### src/rtl/cache_arbiter.sv
// Round-robin arbiter that shares one cache port between instruction fetch (port 0)
// and data access (port 1), with a response watchdog and saturating hit/miss counters.
module cache_arbiter #(
  parameter int unsigned TIMEOUT = 64,
  parameter int unsigned TW      = 7,
  parameter int unsigned SW      = 16
) (
  input  logic          clk,
  input  logic          rst,
  input  logic          req0,
  input  logic          req1,
  input  logic          wr0,
  input  logic          wr1,
  input  logic [31:0]   addr0,
  input  logic [31:0]   addr1,
  input  logic [31:0]   wdata0,
  input  logic [31:0]   wdata1,
  output logic          ack0,
  output logic          ack1,
  output logic          err,
  output logic [31:0]   rdata,
  output logic          c_req,
  output logic          c_wr,
  output logic [31:0]   c_addr,
  output logic [31:0]   c_data,
  input  logic          c_response,
  input  logic [31:0]   c_out,
  input  logic          c_miss,
  output logic [SW-1:0] hit_cnt,
  output logic [SW-1:0] miss_cnt
);

  localparam logic [SW-1:0] CNT_MAX = {SW{1'b1}};
  localparam logic [TW-1:0] WAIT_MAX = TW'(TIMEOUT);

  typedef enum logic [1:0] {IDLE, ISSUE, WAIT, RESP} state_t;

  state_t        state, state_nxt;
  logic [TW-1:0] wcnt, wcnt_nxt;
  logic          grant, grant_nxt;
  logic          last_grant, last_grant_nxt;
  logic          pick;
  logic          ack0_nxt, ack1_nxt, err_nxt, c_req_nxt, c_wr_nxt;
  logic [31:0]   rdata_nxt, c_addr_nxt, c_data_nxt;
  logic [SW-1:0] hit_cnt_nxt, miss_cnt_nxt;

  // State and all registered outputs
  always_ff @(posedge clk or posedge rst) begin
    if (rst) begin
      state      <= IDLE;
      wcnt       <= '0;
      grant      <= 1'b0;
      last_grant <= 1'b1;
      ack0       <= 1'b0;
      ack1       <= 1'b0;
      err        <= 1'b0;
      rdata      <= '0;
      c_req      <= 1'b0;
      c_wr       <= 1'b0;
      c_addr     <= '0;
      c_data     <= '0;
      hit_cnt    <= '0;
      miss_cnt   <= '0;
    end else begin
      state      <= state_nxt;
      wcnt       <= wcnt_nxt;
      grant      <= grant_nxt;
      last_grant <= last_grant_nxt;
      ack0       <= ack0_nxt;
      ack1       <= ack1_nxt;
      err        <= err_nxt;
      rdata      <= rdata_nxt;
      c_req      <= c_req_nxt;
      c_wr       <= c_wr_nxt;
      c_addr     <= c_addr_nxt;
      c_data     <= c_data_nxt;
      hit_cnt    <= hit_cnt_nxt;
      miss_cnt   <= miss_cnt_nxt;
    end
  end

  // Next-state and next-output logic; ack and c_req are single-cycle pulses
  always_comb begin
    state_nxt      = state;
    wcnt_nxt       = wcnt;
    grant_nxt      = grant;
    last_grant_nxt = last_grant;
    pick           = 1'b0;
    ack0_nxt       = 1'b0;
    ack1_nxt       = 1'b0;
    err_nxt        = err;
    rdata_nxt      = rdata;
    c_req_nxt      = 1'b0;
    c_wr_nxt       = c_wr;
    c_addr_nxt     = c_addr;
    c_data_nxt     = c_data;
    hit_cnt_nxt    = hit_cnt;
    miss_cnt_nxt   = miss_cnt;

    case (state)
      IDLE: begin
        if (req0 || req1) begin
          // Tie goes to the port that did not win last time
          pick           = (req0 && req1) ? ~last_grant : req1;
          grant_nxt      = pick;
          last_grant_nxt = pick;
          c_wr_nxt       = pick ? wr1    : wr0;
          c_addr_nxt     = pick ? addr1  : addr0;
          c_data_nxt     = pick ? wdata1 : wdata0;
          c_req_nxt      = 1'b1;
          state_nxt      = ISSUE;
        end
      end

      ISSUE: begin
        wcnt_nxt  = '0;
        state_nxt = WAIT;
      end

      WAIT: begin
        // The first WAIT cycle may still see the previous transaction's response
        if (wcnt != '0 && c_response) begin
          err_nxt   = 1'b0;
          rdata_nxt = c_wr ? 32'd0 : c_out;
          if (!c_wr) begin
            if (c_miss) begin
              if (miss_cnt != CNT_MAX) miss_cnt_nxt = miss_cnt + SW'(1);
            end else begin
              if (hit_cnt != CNT_MAX) hit_cnt_nxt = hit_cnt + SW'(1);
            end
          end
          ack0_nxt  = ~grant;
          ack1_nxt  = grant;
          state_nxt = RESP;
        end else if (wcnt == WAIT_MAX) begin
          err_nxt   = 1'b1;
          rdata_nxt = 32'd0;
          ack0_nxt  = ~grant;
          ack1_nxt  = grant;
          state_nxt = RESP;
        end else begin
          wcnt_nxt = wcnt + TW'(1);
        end
      end

      RESP: begin
        state_nxt = IDLE;
      end

      default: begin
        state_nxt = IDLE;
      end
    endcase
  end

endmodule
### config.mk
export PLATFORM = sky130hd
export DESIGN_NAME = cache_arbiter
export DESIGN_NICKNAME = d
export VERILOG_FILES = /design/src/rtl/cache_arbiter.sv
export SDC_FILE = /design/constraint.sdc
export NUM_CORES = 1
export LEC_CHECK = 0
export CAP_MARGIN = 20
export CORE_ASPECT_RATIO = 1.5
export CORE_MARGIN = 2
export CORE_UTILIZATION = 43
export CTS_BUF_LIST = sky130_fd_sc_hd__clkbuf_4
export CTS_CLUSTER_SIZE = 30
export DETAILED_ROUTE_END_ITERATION = 10
export GPL_ROUTABILITY_DRIVEN = 0
export PLACE_DENSITY_LB_ADDON = 0.3
export SYNTH_ARGS = -nofsm -noshare
export SYNTH_HDL_FRONTEND = slang
export SYNTH_SLANG_ARGS = --single-unit
### constraint.sdc
create_clock -name clk -period 7.5 [get_ports clk]
set_clock_uncertainty 0.1 [all_clocks]
set_input_delay 1.875 -clock clk [delete_from_list [all_inputs] [get_ports clk]]
set_output_delay 1.875 -clock clk [all_outputs]
set_load 0.01 [all_outputs]
======== Word level (Yosys, flattened, before mapping) ========
Cells that the tools add are included.
operators by class
  $add $sub $neg .......................... 3
  bitwise gates (word level) .............. 4
  reduce and logical (&&, ||, !) cells .... 13
  equality and inequality tests ........... 10
  muxes and demuxes ....................... 24
operators with widths
  kind                   count
  $mux 32                5
  $add 16x1->16 const B  2
  $ne 16x16->1 const B   2
  $mux 7                 2
  $pmux 7 s2             1
  $mux 1                 12
  $reduce_and 5->1       2
  $pmux 2 s4             1
  $add 7x1->7 const B    1
  $eq 7x7->1 const B     1
  $reduce_bool 7->1      1
  $mux 2                 3
  $ne 2x2->1 const B     3
  $reduce_and 2->1       3
  $eq 2x2->1 const B     2
  $not 1->1              4
  $reduce_bool 2->1      2
  $ne 3x3->1 const B     1
  $reduce_and 3->1       1
  $eq 2x1->1 const B     1
  $logic_and 1x1->1      2
  $logic_not 2->1        1
  $logic_or 1x1->1       1
storage, ports and cells
  input port bits ......................... 168
  output and inout port bits .............. 133
  flip-flop bits (word level) ............. 144
  logic and storage cells ................. 68

======== Longest topological paths before layout ========
  depth after elaboration ................. 4
  gate-level depth with buffers ........... 8
  gate-level depth less buffers ........... 7

======== Worst setup path after synthesis ========
No wires, ideal clock.
  path kind ............................... input to register
  start ................................... input req1
  end ..................................... register c_addr[0]
  arrival time ............................ 2.839 ns
  setup time .............................. 0.133 ns
  stages .................................. 5
  path buffers ............................ 2
  required time ........................... 7.267 ns
  path slack .............................. 4.428 ns
  path through ............................ a21boi_1 buf_2 buf_2 mux2i_1 o21ai_0
on the way
  word-level cells in the longest chain between the ends .. 3
  elaborated cells on any way between the ends .. 5
  those cells by class .................... 2 x mux; 3 x reduce/logical
RTL lines
  what                  line  RTL
  start, declared       11    input logic req1,
  $logic_and 1x1->1     104   pick = (req0 && req1) ? ~last_grant : req1;
  $mux 1                104
  $mux 32               108   c_addr_nxt = pick ? addr1 : addr0;
  end signal, assigned  75    c_addr <= c_addr_nxt;
  end, declared         24    output logic [31:0] c_addr,
Several ways; a longest one is shown, not always the timed one.
A chain may end at the register's enable or synchronous reset.

======== Worst setup path in the final report ========
  start ................................... input c_response
  end ..................................... register miss_cnt[15]
on the way
  word-level cells in the longest chain between the ends .. 2
RTL lines
  what                        line  RTL
  start, declared             26    input logic c_response,
  $logic_and 1x1->1           122   if (wcnt != '0 && c_response) begin
  $reduce_and 5->1 (no line)  n/a
  end signal, assigned        78    miss_cnt <= miss_cnt_nxt;
  end, declared               30    output logic [SW-1:0] miss_cnt
Every way passes these cells.

==> flow_summary_export.csv <==
group,metric,value,unit
outcome,outcome,"finished, final reports clean",
setup_path,crit_required,7.83,ns
timing,rsz0062_at_grt,"no",
timing,finalHoldViolations,0,
timing,fmax,0.265,GHz
floorplan,dieArea,16100,um^2
setup_path,crit_arrival,4.10,ns
logic_synthesis,synth_xor_area_share,3.93,%
clock_tree,clkSinkCount,144,
clock_tree,clkTransAtPathRegs,0.12,ns
pwr,p_seq_share,38.8,%
drt,viasPerCell,5.09,
logic_synthesis,syn_inst,576,
floorplan,ios,301,
pwr,ir_worst_vdd,308,uV
layout,drive_above_1_share,6.24,%
clock_tree,clk_path_buf_depth,2,
logic_synthesis,synth_enable_flop_cells,0,
setup_path,path_max_fanout,35,
logic_synthesis,synth_mux_area_share,11.0,%
logic_synthesis,synth_seq_cells,144,
run,cap_violations,0,
clock_tree,cts-htree-levels,4,
logic_synthesis,synth_compound_area_share,13.2,%
timing,slew_headroom,29.4,%
timing,drv_slew,0,
logic_synthesis,synth_area_leaders,"dfrtp_1 (55%), mux2i_1 (10%), o21ai_0 (5.4%), nand2_1 (4.8%), a22o_1 (4.3%)",
drt,drt-initial-drc-count,203,
grt,grt_use_total,23.8,%
drt,drc,0,
pwr,p_per_area,318,nW/um^2
timing,worstMarginPinSlew,1.06,ns
pwr,power_switching,0.00111,W
pwr,netSwitchingFraction,35.3,%
floorplan,dieWidth,104,um
timing,finalCritPeriodShare,50.3,%
logic_synthesis,syn_area,6470,um^2
logic_synthesis,ys_types,53,
grt,grt_start_max_net_pins,132,
clock_tree,cts.hold.buffers_added,0,
logic_synthesis,synth_area_per_cell,11.2,um^2
drt,antenna_left,0,
floorplan,fp.dieH,154,um
setup_path,cp-start-kind,"input pin",
clock_tree,cts-root-buf,"clkbuf_4",
layout,layout_common_cells,"clkdlybuf4s50_1 (300), dfrtp_1 (143), nand2_1 (82)",
drt,via_count,5489,
logic_synthesis,synthAdderAreaFrac,1.55,%
pwr,power_frac_clock,15.7,%
layout,layout.nets,1046,
drt,wl,18700,um
floorplan,core.rowCount,54,
place,post-dp-hpwl,14100,um
clock_tree,tritoncts,"yes",
logic_synthesis,async_reset_ff_share,100,%
drt,first_pass_iters,4,
hold_path,worstHoldPathType,"register to register",
setup_path,crit_chain,"clkdlybuf4s50_1, nand3b_1, a21oi_4, o31ai_4, nor4_1, xor2_1",
grt,grt_overflow_total,0,
grt,antenna_found_initial,1,
logic_synthesis,ys.flop_type,"dfrtp_1",
clock_tree,clk_latency,0.53,ns
place,io_buffers,300,
grt,grt_pass1_wl,30000,um
setup_path,cp_slowest_cell,"a21oi_4",
pwr,totalPowerFinal,0.00315,W
pwr,leakagePower,4.42,nW
pwr,combPwrFrac,45.4,%
logic_synthesis,yosys.area_share.simple,11.4,%
timing,totalNegativeSetupSlack,0,ns
setup_path,slowest_delay,0.75,ns
timing,setup_violations,0,
layout,syn2layout_area_growth,53.4,%
logic_synthesis,synth_top_area_share,55.3,%
timing,period_minus_slack,3.77,ns
floorplan,coreArea,14700,um^2
pwr,cellInternalPower,0.00204,W
logic_synthesis,yosysSeqAreaShare,55.7,%
clock_tree,post_cts_buffers,0,
setup_path,endpoint_kind,"register",
layout,mostFrequentLayoutCell,"clkdlybuf4s50_1",
floorplan,start_util,44.1,%
clock_tree,numCtsBuffers,17,
layout,final_util,67.7,%
drt,routedWlPerCell,17.3,um
logic_synthesis,synth_top_cell_by_area,"dfrtp_1",
setup_path,crit_type,"input pin to register",
logic_synthesis,ys_warn_count,0,
grt,grt_pass1_vias,5816,
clock_tree,cts_resized,0,
logic_synthesis,syn_nets,752,
logic_synthesis,synth_top_family_by_area,"compound AO/OA/AOI/OAI gates",
[metrics by stage]
stage | cells | hold WS [ns] | setup slack, ns | area, um^2
after detailed placement | 1046 | 0.330 | 3.12 | 9620
final | 1079 | 0.339 | 3.73 | 9920
after floorplan | 576 | 0.302 | 1.66 | 6470
after global routing | 1079 | 0.353 | 3.56 | 9920
after CTS | 1077 | 0.334 | 3.73 | 9890
after global placement | 1046 | 0.324 | 3.30 | 9620
[Yosys cell counts (2+ instances only)]
master / n
mux2_2: 2
and4_1: 3
ha_1: 8
dfrtp_1: 143
nand3b_1: 2
or2_2: 2
and3_1: 4
nor3_1: 7
xor2_1: 19
buf_6: 4
xnor2_1: 10
o21ai_0: 70
a31oi_1: 2
buf_2: 7
or3_1: 2
a22o_1: 32
nor2_1: 11
a21o_1: 5
nand3_1: 16
nand2_1: 82
nor4_1: 7
inv_1: 15
nand2b_1: 3
nand4_1: 3
a21oi_1: 6
nand3_2: 3
clkbuf_1: 17
mux2i_1: 66
[flip-flops by register name (all words and copies together) (netlist names)]
signal,cells
c_addr,32
c_data,32
rdata,32
hit_cnt,16
miss_cnt,16
wcnt,7
state,2
ack0,1
ack1,1
c_req,1
c_wr,1
err,1
grant,1
last_grant,1
[per-layer routing]
metal / GRT usage (%) / share of wire [%] / vias to the layer above
li1: - / - / 2612
met1: 25.8 / 36 / 2604
met2: 42.2 / 53 / 229
met3: 7.50 / 7.0 / 44
met4: 11.3 / 4.2 / 0
met5: 0 / 0 / -
[kinds of logic after synthesis]
| group | Yosys count |
|---|---|
| fa+ha+maj | 8 |
| flops | 144 |
| mux | 70 |
| simple gates | 152 |
| xor+xnor | 29 |
| compound gates | 129 |
| buf+inv | 44 |
[power by group through the flow]
stage	registers (W)	logic, W	clock network, W
after floorplan	0.00134	0.000550	0
after global placement	0.00123	0.00139	0
after detailed placement	0.00124	0.00143	0
after CTS	0.00123	0.00144	0.000508
after global routing	0.00126	0.00156	0.000546
final	0.00122	0.00143	0.000496
[critical path: cells and delay by family]
family	cells	cell delay, ns
and+or+nand+nor	2	0.47
xor gates and xnor gates	1	0.21
AOI/OAI and AO/OA	2	1.02
buffers and inverters	1	0.52
[path summary, 6_finish.rpt]
path,endpoint,cells after the start,start,slack (ns)
worst min-delay path,ack0,1,grant,0.34
max in group asynchronous,grant,3,rst,4.35
worst max-delay path,miss_cnt[15],6,c_response,3.73
worst max register to register,miss_cnt[15],7,state[0],4.68
min in group asynchronous,hit_cnt[7],2,rst,1.83
worst min register to register,ack0,1,grant,0.34
[cell type report]
cell class | count | area (um^2)
Clock buffer | 18 | 135
Fill cell | 1165 | 4740
Sequential cell | 144 | 3600
Timing Repair Buffer | 304 | 3050
Antenna cell | 1 | 2.50
Multi-Input combinational cell | 388 | 2680
Inverter | 15 | 61.3
Tap cell | 196 | 245
Clock inverter | 13 | 140
No activity file was read; power rests on OpenSTA's default activity.
